--- src/rtl/led_scan_ctrl.sv ---
// HUB75-style LED panel scan controller.
// Walks each PWM step through SHIFT (two cycles per column), a one-cycle
// LATCH and HOLD cycles of DISPLAY. It drives the framebuffer read address,
// the shared PWM compare value and the panel control pins.
// Every output is a flop, so the panel pins carry no combinational glitches.
module led_scan_ctrl #(
  parameter int PWM_WIDTH = 12,
  parameter int COLS      = 32,
  parameter int COL_BITS  = 5,
  parameter int ROW_BITS  = 4,
  parameter int HOLD      = 8
) (
  input  logic                 clk,
  input  logic                 reset,
  input  logic                 enable,
  output logic [PWM_WIDTH-1:0] pwm,
  output logic                 fb_rd,
  output logic [ROW_BITS-1:0]  fb_row,
  output logic [COL_BITS-1:0]  fb_col,
  output logic                 panel_sclk,
  output logic                 panel_latch,
  output logic                 panel_oe_n,
  output logic [ROW_BITS-1:0]  panel_row,
  output logic                 frame_start,
  output logic                 busy
);

  // The hold counter needs at least one bit, even when HOLD is 1.
  localparam int HOLD_BITS = (HOLD > 1) ? $clog2(HOLD) : 1;

  // Catch parameter sets that cannot produce a sensible scan.
  generate
    if (COLS < 2) begin : g_bad_cols
      $error("led_scan_ctrl: COLS must be at least 2");
    end
    if (COLS > (1 << COL_BITS)) begin : g_bad_col_bits
      $error("led_scan_ctrl: COLS does not fit in COL_BITS");
    end
    if (HOLD < 1) begin : g_bad_hold
      $error("led_scan_ctrl: HOLD must be at least 1");
    end
  endgenerate

  typedef enum logic [1:0] {
    IDLE    = 2'd0,
    SHIFT   = 2'd1,
    LATCH   = 2'd2,
    DISPLAY = 2'd3
  } state_t;

  state_t                state, state_d;
  logic                  phase, phase_d;
  logic [HOLD_BITS-1:0]  hold_cnt, hold_d;
  logic [COL_BITS-1:0]   col_d;
  logic [PWM_WIDTH-1:0]  pwm_d;
  logic [ROW_BITS-1:0]   row_d, prow_d;

  logic last_col;
  logic last_hold;
  logic pwm_max;

  assign last_col  = (fb_col == COL_BITS'(COLS - 1));
  assign last_hold = (hold_cnt == HOLD_BITS'(HOLD - 1));
  assign pwm_max   = (pwm == {PWM_WIDTH{1'b1}});

  // Next-state and next-counter logic for the scan sequence.
  always_comb begin
    // NOTE: every variable gets a default before the case statement, so no
    // path leaves one unassigned and no latch is inferred.
    state_d = state;
    phase_d = phase;
    hold_d  = hold_cnt;
    col_d   = fb_col;
    pwm_d   = pwm;
    row_d   = fb_row;
    prow_d  = panel_row;

    case (state)
      IDLE: begin
        if (enable) begin
          state_d = SHIFT;
          phase_d = 1'b0;
          col_d   = '0;
        end
      end

      SHIFT: begin
        if (!phase) begin
          // The read address was presented this cycle. The data is stable
          // next cycle, when the panel clocks it in.
          phase_d = 1'b1;
        end else if (last_col) begin
          state_d = LATCH;
          phase_d = 1'b0;
        end else begin
          col_d   = fb_col + COL_BITS'(1);
          phase_d = 1'b0;
        end
      end

      LATCH: begin
        // The row address follows the data that has just been latched.
        prow_d  = fb_row;
        hold_d  = '0;
        state_d = DISPLAY;
      end

      DISPLAY: begin
        if (last_hold) begin
          hold_d = '0;
          pwm_d  = pwm + PWM_WIDTH'(1);
          if (pwm_max) begin
            row_d = fb_row + ROW_BITS'(1);
          end
          // enable is only honoured at step boundaries, so a step is never
          // cut short.
          if (enable) begin
            state_d = SHIFT;
            phase_d = 1'b0;
            col_d   = '0;
          end else begin
            state_d = IDLE;
          end
        end else begin
          hold_d = hold_cnt + HOLD_BITS'(1);
        end
      end

      default: begin
        state_d = IDLE;
      end
    endcase
  end

  // State and counter registers. Reset clears everything at once.
  always_ff @(posedge clk or posedge reset) begin
    if (reset) begin
      state     <= IDLE;
      phase     <= 1'b0;
      hold_cnt  <= '0;
      fb_col    <= '0;
      pwm       <= '0;
      fb_row    <= '0;
      panel_row <= '0;
    end else begin
      // NOTE: sequential state uses non-blocking assignments, so every
      // register samples the pre-edge value of every other register.
      state     <= state_d;
      phase     <= phase_d;
      hold_cnt  <= hold_d;
      fb_col    <= col_d;
      pwm       <= pwm_d;
      fb_row    <= row_d;
      panel_row <= prow_d;
    end
  end

  // Decoded control outputs are registered from the next state, so they line
  // up with the state and counter registers above.
  always_ff @(posedge clk or posedge reset) begin
    if (reset) begin
      fb_rd       <= 1'b0;
      panel_sclk  <= 1'b0;
      panel_latch <= 1'b0;
      panel_oe_n  <= 1'b1;
      frame_start <= 1'b0;
      busy        <= 1'b0;
    end else begin
      fb_rd       <= (state_d == SHIFT) && !phase_d;
      panel_sclk  <= (state_d == SHIFT) && phase_d;
      panel_latch <= (state_d == LATCH);
      // LEDs are lit only in DISPLAY. This keeps them dark during shifting
      // and latching.
      panel_oe_n  <= (state_d != DISPLAY);
      busy        <= (state_d != IDLE);
      // A frame starts on the first SHIFT cycle of a step whose counters are
      // both zero. This covers a restart from IDLE as well.
      frame_start <= (state_d == SHIFT) && (state != SHIFT) &&
                     (pwm_d == '0) && (row_d == '0);
    end
  end

endmodule
--- config.mk ---
export PLATFORM = sky130hd
export DESIGN_NAME = led_scan_ctrl
export DESIGN_NICKNAME = d
export VERILOG_FILES = /design/src/rtl/led_scan_ctrl.sv
export SDC_FILE = /design/constraint.sdc
export NUM_CORES = 1
export LEC_CHECK = 0
export ABC_CLOCK_PERIOD_IN_PS = 2300
export CORE_ASPECT_RATIO = 1.5
export CORE_MARGIN = 2
export CORE_UTILIZATION = 55
export CTS_BUF_LIST = sky130_fd_sc_hd__clkbuf_4
export DETAILED_ROUTE_END_ITERATION = 8
export DONT_BUFFER_PORTS = 1
export GPL_TIMING_DRIVEN = 0
export PLACE_DENSITY = 0.78
export SETUP_SLACK_MARGIN = 0.05
export SYNTH_ARGS = -nofsm -noshare
export SYNTH_HDL_FRONTEND = slang
export SYNTH_SLANG_ARGS = --single-unit
--- constraint.sdc ---
create_clock -name clk -period 2.3 [get_ports clk]
set_input_delay 0.23 -clock clk [delete_from_list [all_inputs] [get_ports clk]]
set_output_delay 0.23 -clock clk [all_outputs]
set_load 0.005 [all_outputs]
==> flow_summary.json, run 1 <==
{
  "outcome": "finished clean",
  "hpwlAfterDp_um": 2730,
  "grt_pass1_wl_um": 6350,
  "layout_min_cycle_time_ns": 2.14,
  "reg2reg_depth": 7,
  "synth-main-ff-cell": "dfrtp_1",
  "crit_chain": "ha_1, nand4_4, buf_4, nor4_4, xor2_1, a221oi_2, and4b_1",
  "drive_gt1_share_pct": 24.0,
  "n_fill_cell": 269,
  "cts_buffers": 5,
  "yosysTopAreaCellShare_pct": 47.2,
  "worstPathMaxFanout": 6,
  "wl_met1_um": 1400,
  "die_area_um2": 3970,
  "required_ns": 2.55,
  "avgSynthCellArea_um2": 10.7,
  "coreArea_um2": 3350,
  "instances_no_fill": 234,
  "met2_length_um": 2210,
  "n_antenna_cell": 0,
  "synth_commonest_cells": "36 x dfrtp_1, 11 x nand2_1, 11 x o21ai_0, 10 x inv_1, 9 x nand3_1",
  "drt_wl_total_um": 4010,
  "crit_path_start_kind": "register",
  "cpLargestDelayFamily": "simple AND/OR/NAND/NOR gates",
  "max-cap-violations": 0,
  "final_nets": 201,
  "slew_viol_final": 0,
  "fin_area_um2": 2180,
  "min_path_cells": 2,
  "clk_latency_ns": 0.35,
  "p_leak_nw": 1.02,
  "drtIter0Drc": 26,
  "port_buffers": 0,
  "cts_max_level": 2,
  "via_per_inst": 6.11,
  "hold_viol": 0,
  "fin_util_pct": 65.2,
  "clk_path_buf_depth": 2,
  "synth_edf_count": 0,
  "ys_ff_latch": 37,
  "synth.most_common_cell": "dfrtp_1",
  "drc_errors": 0,
  "critical_path_depth": 7,
  "io_pins": 34,
  "clock_skew_ns": 0.0170,
  "slew_headroom_pct": 50.8,
  "synth_top_cell_by_area": "dfrtp_1",
  "crit_type": "register to register",
  "worst-slew-pin-transition_ns": 0.736,
  "crit_path_end_kind": "register",
  "synth.cell_area_um2": 1910,
  "cts_tree": "done",
  "first_pass_iters": 4,
  "ir_drop_mv": 0.708,
  "die_h_um": 76.2,
  "antenna_found_initial": 0,
  "setup_violations": 0,
  "ys_seq_area_share_pct": 48.6,
  "area_growth_pct": 14.4,
  "hold_class": "primary input to register",
  "power_mw": 1.74,
  "synth_cells": 178,
  "async_flop_share_pct": 100,
  "rows": 26,
  "placed_area_um2": 1960,
  "die_w_um": 52.1,
  "grt_usage_pct": 21.6,
  "fin_crit_sh_pct": 93.0,
  "cts.sinks": 37,
  "fmaxAchievable_ghz": 0.467,
  "route.met3.wl_um": 233,
  "ant_nets": 0,
  "grt_pass1_vias": 1415,
  "grt_max_degree": 38,
  "critical-path-max-stage-delay_ns": 0.54,
  "worst-path-buf-inv": 1,
  "routedWlPerCell_um": 17.1,
  "synth_area_leaders": "dfrtp_1 47%, ha_1 4.6%, mux2_2 4.1%",
  "vias": 1429,
  "overflow": 0,
  "p_per_area_nw_per_um2": 796,
  "slowest_stage": "dfrtp_1",
  "yosysWarningCount": 0,
  "syn_nets": 188,
  "place_congestion": 0.896,
  "root_buffer": "clkbuf_4",
  "synthDistinctLibCells": 44,
  "crit_arrival_ns": 2.39,
  "dp.cells": 220,
  "clk_pin_slew_worst_paths_ns": 0.11,
  "rsz0062_at_grt": "no",
  "dr.max_layer_used": "met4",
  "start_util_pct": 57.0
}
cell type report:
type / count / area, um^2 / area share (%)
Buffer: 7 / 31.3 / 1.43
Clock buffer: 6 / 45.0 / 2.06
Clock inverter: 2 / 35.0 / 1.60
Inverter: 10 / 37.5 / 1.72
Multi-Input combinational cell: 124 / 1010 / 46.0
Sequential cell: 37 / 927 / 42.4
Tap cell: 42 / 52.6 / 2.41
Timing Repair Buffer: 6 / 50.0 / 2.29
cell usage in the layout (no fill, tap or decap), types with 3 or more instances in the layout:
master and count:
nor3b_1 3, and3_1 3, nand4_1 8, buf_2 3, mux2_2 7, or3_1 3, o21ai_0 10, mux2i_1 3
dfrtp_1 36, nor4_4 4, nand3_1 9, nor3_1 3, buf_4 4, nor2_1 5, nand2b_1 4, xor2_1 7
ha_1 4, nor2b_1 3, xnor2_1 6, nand2_1 11, inv_1 9, clkbuf_4 6
stage by stage:
step | setup TNS (ns) | setup WS [ns] | hold WS [ns]
3_5_place_dp | -0.0598 | -0.0598 | 0.326
4_1_cts | 0 | 0.0327 | 0.137
5_1_grt | 0 | 0.0331 | 0.235
3_3_place_gp | 0 | 0.0205 | 0.322
2_1_floorplan | 0 | 0.250 | 0.318
6_report | 0 | 0.160 | 0.171
sequential cells by signal, indices dropped and copies added, names as in the netlist:
name,cells
panel_sclk,1
panel_oe_n,1
frame_start,1
fb_row,4
busy,1
hold_cnt,3
pwm,12
panel_row,4
panel_latch,1
phase,1
state,2
fb_rd,1
fb_col,5
power breakdown:
part	switching, mW	leakage (nW)	internal, mW
clock	0.214	0.0456	0.240
sequential	0.113	0.484	0.768
combinational	0.221	0.490	0.182
total	0.549	1.02	1.19
routing by layer:
metal / vias to the layer above / global-route usage [%]
met3: 14 / 7.25
met5: - / 0
met2: 55 / 37.6
met1: 696 / 21.3
li1: 664 / -
met4: 0 / 12.1
repair_timing:
item,in CTS,in global routing
hold buffers,1,1
endpoints found under the setup margin,2,2
endpoints found under the hold margin,1,36
pin swaps,1,6
gates resized for setup,6,14
cloned,0,0
setup buffers,0,4
path summary, 6_finish.rpt:
check / startpoint / end / slack, ns
max: pwm[0] / frame_start / 0.16
min: enable / state[0] / 0.17
max reg2reg: pwm[0] / frame_start / 0.16
min reg2reg: hold_cnt[0] / hold_cnt[0] / 0.49
max in group asynchronous: reset / panel_sclk / 1.36
min in group asynchronous: reset / pwm[2] / 0.46
kinds of logic (layout without fill, tap and decap cells):
group                      Yosys count  count (layout)  share of synthesized area (%)
and+or+nand+nor                     71              71                           23.7
buffers and inverters               17              31                           3.54
DFF                                 37              37                           48.6
xor gates and xnor gates            13              13                           5.96
adders and majority gates            7               7                           4.59
AOI/OAI and AO/OA                   23              23                           7.99
muxes                               10              10                           5.70
Note: power is estimated with default switching activity, not from simulation.
==> run 2, diff against run 1 <==
--- a/config.mk
+++ b/config.mk
@@ -5,8 +5,8 @@
 export SDC_FILE = /design/constraint.sdc
 export NUM_CORES = 1
 export LEC_CHECK = 0
+export ABC_AREA = 1
 export ABC_CLOCK_PERIOD_IN_PS = 2300
-export CORE_ASPECT_RATIO = 1.5
 export CORE_MARGIN = 2
 export CORE_UTILIZATION = 55
 export CTS_BUF_LIST = sky130_fd_sc_hd__clkbuf_4
==> flow_summary.json, run 2 <==
{
  "start_util_pct": 57.8,
  "synth-simple-area-share_pct": 33.0,
  "worst-slew-pin-transition_ns": 0.825,
  "multi_input_area_um2": 840,
  "fmaxAchievable_ghz": 0.511,
  "final_nets": 261,
  "max-cap-violations": 0,
  "cts.sinks": 37,
  "holdPathEnd": "state[0]",
  "hold_viol": 0,
  "overflow": 0,
  "largest-register": "pwm",
  "synth-compound-area-share_pct": 4.76,
  "synth_top_cell_by_area": "dfrtp_1",
  "slew_viol_final": 0,
  "drtIter0Drc": 85,
  "finalSetupTns_ns": 0,
  "clk_path_buf_depth": 2,
  "dp.cells": 289,
  "setup_violations": 0,
  "die_area_um2": 4020,
  "crit_type": "register to register",
  "synth.most_common_cell": "nand2_1",
  "via_per_inst": 5.05,
  "first_pass_iters": 4,
  "outcome": "finished clean",
  "grt_pass1_wl_um": 6500,
  "synth.cell_area_um2": 1940,
  "syn_nets": 252,
  "port_buffers": 0,
  "vias": 1505,
  "ys_ff_latch": 37,
  "synth_commonest_cells": "73 x nand2_1, 36 x dfrtp_1, 36 x inv_1, 21 x nand3_1, 18 x nor2_1",
  "synth-main-ff-cell": "dfrtp_1",
  "largest_registers": "pwm: 12 flops, fb_col: 5 flops",
  "antenna_found_initial": 0,
  "synth-xor-area-share_pct": 0.901,
  "area_growth_pct": 8.95,
  "p_per_area_nw_per_um2": 853,
  "coreArea_um2": 3360,
  "min_path_cells": 2,
  "drive_gt1_share_pct": 12.3,
  "drt_wl_total_um": 3660,
  "crit_path_start_kind": "register",
  "avgSynthCellArea_um2": 8.03,
  "routedWlPerCell_um": 12.3,
  "die_h_um": 63.4,
  "die_w_um": 63.4,
  "n_fill_cell": 306,
  "rsz0062_at_grt": "no",
  "crit_path_end_kind": "register",
  "hpwlAfterDp_um": 2800,
  "synth_cells": 242,
  "slew_headroom_pct": 44.9,
  "synthDistinctLibCells": 28,
  "reg2reg_depth": 13,
  "r2r_start": "hold_cnt[0]",
  "layout_min_cycle_time_ns": 1.96,
  "min_from": "enable",
  "grt_max_degree": 21,
  "synth_area_leaders": "dfrtp_1 46%, nand2_1 14%, inv_1 7.0%",
  "yosysWarningCount": 0,
  "async_flop_share_pct": 100,
  "root_buffer": "clkbuf_4",
  "synth_top_family_by_area": "simple AND/OR/NAND/NOR gates",
  "n_antenna_cell": 0,
  "layout_common_cells": "73 x nand2_1, 36 x inv_1, 36 x dfrtp_1, 21 x nand3_1, 18 x nor2_1",
  "clk_pin_slew_worst_paths_ns": 0.11,
  "drc_errors": 0,
  "p_leak_nw": 1.17,
  "largest_reg_flops": 12,
  "final_common_cell": "nand2_1",
  "yosys.area_share.adder_pct": 4.51,
  "ys_seq_area_share_pct": 47.7,
  "yosysTopAreaCellShare_pct": 46.4,
  "cts_max_level": 2,
  "r2r_slack_ns": 0.34,
  "cts_tree": "done",
  "grt_pass1_vias": 1511,
  "ant_nets": 0,
  "io_pins": 34,
  "place_congestion": 0.798,
  "grt_usage_pct": 20.9,
  "cts_setup_buffers": 0,
  "ir_drop_mv": 0.552,
  "fin_crit_sh_pct": 85.1,
  "clock_skew_ns": 0.0119,
  "worstPathMaxFanout": 4,
  "synth_edf_count": 0,
  "timing.rr.end": "frame_start",
  "hold_class": "primary input to register",
  "cts_buffers": 5,
  "rows": 21,
  "crit_arrival_ns": 2.21,
  "synthMuxAreaShare_pct": 0,
  "clk_latency_ns": 0.35,
  "required_ns": 2.56,
  "instances_no_fill": 298,
  "seqCellArea_um2": 927
}
[run 2: layer usage]
metal | part of all wire [%] | track usage [%] | vias up
li1 | - | - | 766
met1 | 45 | 25.2 | 699
met2 | 47 | 34.3 | 34
met3 | 7.1 | 7.50 | 6
met4 | 1.6 | 7.61 | 0
met5 | 0 | 0 | -
[run 2: cells by family after synthesis]
kind of cell | Yosys count
fa+ha+maj | 7
simple gates | 135
flops | 37
xor+xnor | 2
buf+inv | 44
compound gates | 17
[run 2: final cells by class]
cell class                      count  area share, %
Buffer                              2          0.887
Multi-Input combinational cell    161           39.7
Sequential cell                    37           43.8
Clock buffer                        5           1.77
Timing Repair Buffer                2           1.77
Inverter                           42           7.45
Tap cell                           46           2.72
Clock inverter                      3           1.95
[run 2: what timing repair did]
item | 4_1_cts | 5_1_grt
gates resized for setup | 0 | 0
endpoints found under the hold margin | 18 | 0
hold buffers | 1 | 0
[run 2: critical path, cell delays in order (launching register included)]
cell,delay [ns]
dfrtp_1,0.39
ha_1,0.19
ha_1,0.21
nand2_1,0.14
nor2_2,0.18
nand2_1,0.12
nor2_2,0.14
nand2_1,0.11
nand2_1,0.07
nand2_1,0.06
nand2_1,0.07
clkinv_1,0.06
nand3_1,0.08
nor2_2,0.05
[run 2: where the power goes]
group | switching, mW | internal (mW)
clock network | 0.224 | 0.225
registers | 0.0815 | 0.764
logic | 0.328 | 0.184
total | 0.634 | 1.17
[run 2: how the worst max path moves through the flow]
stage	startpoint	to	slack, ns	depth (start not counted)
global placement	hold_cnt[0]	frame_start	0.40	13
detailed placement	hold_cnt[0]	frame_start	0.37	13
floorplan	fb_col[0]	frame_start	0.64	13
global route	hold_cnt[0]	frame_start	0.18	13
CTS	hold_cnt[0]	frame_start	0.34	13
finish	hold_cnt[0]	frame_start	0.34	13
[run 2: stage by stage]
step           power (mW)  area [um^2]  setup slack, ns  hold slack [ns]  util [%]
2_1_floorplan        1.25         1940            0.642            0.409         -
3_3_place_gp         1.35         2000            0.399            0.475      59.5
3_5_place_dp         1.38         2030            0.365            0.330      60.3
4_1_cts              1.83         2120            0.339            0.106      62.9
5_1_grt              1.94         2120            0.176            0.163      62.9
6_report             1.81         2120            0.343            0.130      62.9
==> run 3, diff against run 2 <==
--- a/config.mk
+++ b/config.mk
@@ -7,6 +7,7 @@
 export LEC_CHECK = 0
 export ABC_AREA = 1
 export ABC_CLOCK_PERIOD_IN_PS = 2300
+export CORE_ASPECT_RATIO = 2
 export CORE_MARGIN = 2
 export CORE_UTILIZATION = 55
 export CTS_BUF_LIST = sky130_fd_sc_hd__clkbuf_4
==> flow_summary.json, run 3 (same netlist as run 2, synthesis figures left out) <==
{
  "outcome": "finished clean",
  "path_common_cell": "nand2_1",
  "p_per_area_nw_per_um2": 911,
  "rows": 30,
  "drtIter0Drc": 45,
  "hold_viol": 0,
  "hpwlAfterDp_um": 2800,
  "finalSetupTns_ns": 0,
  "crit_arrival_ns": 2.24,
  "cpLargestDelayFamily": "simple AND/OR/NAND/NOR gates",
  "grt_pass1_vias": 1475,
  "fin_area_um2": 2100,
  "drc_errors": 0,
  "start_util_pct": 57.5,
  "port_buffers": 0,
  "hold_class": "primary input to register",
  "place_congestion": 0.850,
  "crit_type": "register to register",
  "worstPathMaxFanout": 4,
  "via_per_inst": 5.32,
  "required_ns": 2.56,
  "clock_skew_ns": 0.0182,
  "first_pass_iters": 6,
  "clk_path_buf_depth": 2,
  "crit_path_end_kind": "register",
  "reg2reg_depth": 13,
  "cts_buffers": 5,
  "root_buffer": "clkbuf_4",
  "io_pins": 34,
  "final_nets": 260,
  "grt_max_degree": 38,
  "clockPowerShare_pct": 29.3,
  "layout_common_cells": "73 x nand2_1, 36 x dfrtp_1, 35 x inv_1, 21 x nand3_1, 18 x nor2_1",
  "drive_gt1_share_pct": 12.7,
  "rsz0062_at_grt": "no",
  "min_path_cells": 2,
  "p_leak_nw": 1.17,
  "layout_min_cycle_time_ns": 1.98,
  "routedWlPerCell_um": 13.2,
  "max-cap-violations": 0,
  "worst-slew-pin-transition_ns": 0.750,
  "pwr-share-seq_pct": 44.5,
  "crit_path_start_kind": "register",
  "critical_path_depth": 13,
  "area_growth_pct": 7.86,
  "drt_wl_total_um": 3750,
  "slew_headroom_pct": 50.0,
  "overflow": 0,
  "p_int_mw": 1.28,
  "swShare_pct": 33.0,
  "final_common_cell": "nand2_1",
  "antenna_found_initial": 0,
  "ant_nets": 0,
  "vias": 1505,
  "slew_viol_final": 0,
  "grt_pass1_wl_um": 6150,
  "crit_chain": "ha_1, ha_1, nand2_1, nor2_2, nand2_1, nor2_2, nand2_1, nand2_1, nand2_1, nand2_1, clkinv_1, nand3_1, nor2_2",
  "slowest_stage": "dfrtp_1",
  "clk_latency_ns": 0.35,
  "fin_crit_sh_pct": 86.3,
  "fmaxAchievable_ghz": 0.504,
  "largest_registers": "pwm: 12 flops, fb_col: 5 flops",
  "die_area_um2": 4050,
  "die_w_um": 46.0,
  "clk_pin_slew_worst_paths_ns": 0.12,
  "cts.sinks": 37,
  "critical-path-max-stage-delay_ns": 0.40,
  "largest_reg_flops": 12,
  "cts_setup_buffers": 0,
  "cts_tree": "done",
  "worst-path-buf-inv": 1,
  "power_mw": 1.91,
  "cts_max_level": 2,
  "placed_area_um2": 1980,
  "setup_violations": 0,
  "coreArea_um2": 3380,
  "die_h_um": 88.1,
  "power.share.combinational_pct": 26.1,
  "largest-register": "pwm",
  "grt_usage_pct": 20.7,
  "p_sw_mw": 0.631,
  "n_antenna_cell": 0,
  "ir_drop_mv": 0.720
}
-- run 3: per-stage QoR --
step / worst slack, ns / utilization (%) / hold WS (ns) / std cells
4_1_cts: 0.294 / 62.0 / 0.115 / 283
3_5_place_dp: 0.323 / 58.7 / 0.294 / 274
2_1_floorplan: 0.642 / - / 0.409 / 242
3_3_place_gp: 0.341 / 58.7 / 0.459 / 274
6_report: 0.316 / 62.0 / 0.123 / 283
5_1_grt: 0.0932 / 62.0 / 0.125 / 283
-- run 3: worst paths after layout --
kind | startpoint | to | slack [ns]
min | enable | state[0] | 0.12
max | hold_cnt[0] | frame_start | 0.32
min reg2reg | hold_cnt[1] | hold_cnt[1] | 0.50
min in group asynchronous | reset | hold_cnt[0] | 0.46
max reg2reg | hold_cnt[0] | frame_start | 0.32
max in group asynchronous | reset | hold_cnt[2] | 1.35
-- run 3: layout make-up --
| cell class | count | area (um^2) |
|---|---|---|
| clock buffers | 5 | 37.5 |
| flip-flops and latches | 37 | 927 |
| clock inverters | 3 | 65.1 |
| plain buffers | 2 | 18.8 |
| fillers | 315 | 1280 |
| well taps | 32 | 40.0 |
| multi-input cells | 161 | 840 |
| inverters | 42 | 158 |
| repair buffers | 1 | 10.0 |
-- run 3: routing by layer --
metal  track usage, %  wire length [um]
met1             22.4              1430
met2             35.4              2070
met3             5.98               184
met4             9.61                65
met5                0                 0
-- run 3: timing repair --
item                       4_1_cts  5_1_grt
hold endpoints to repair        36        0
hold buffers                     1        0
setup endpoints to repair        0        0
gates resized for setup          0        0
-- run 3: power groups by stage --
stage               combinational (mW)  sequential (mW)  clock (mW)
global placement                 0.484            0.860           0
finish                           0.499            0.850       0.560
global route                     0.572            0.862       0.609
floorplan                        0.414            0.839           0
CTS                              0.504            0.850       0.570
detailed placement               0.499            0.862           0
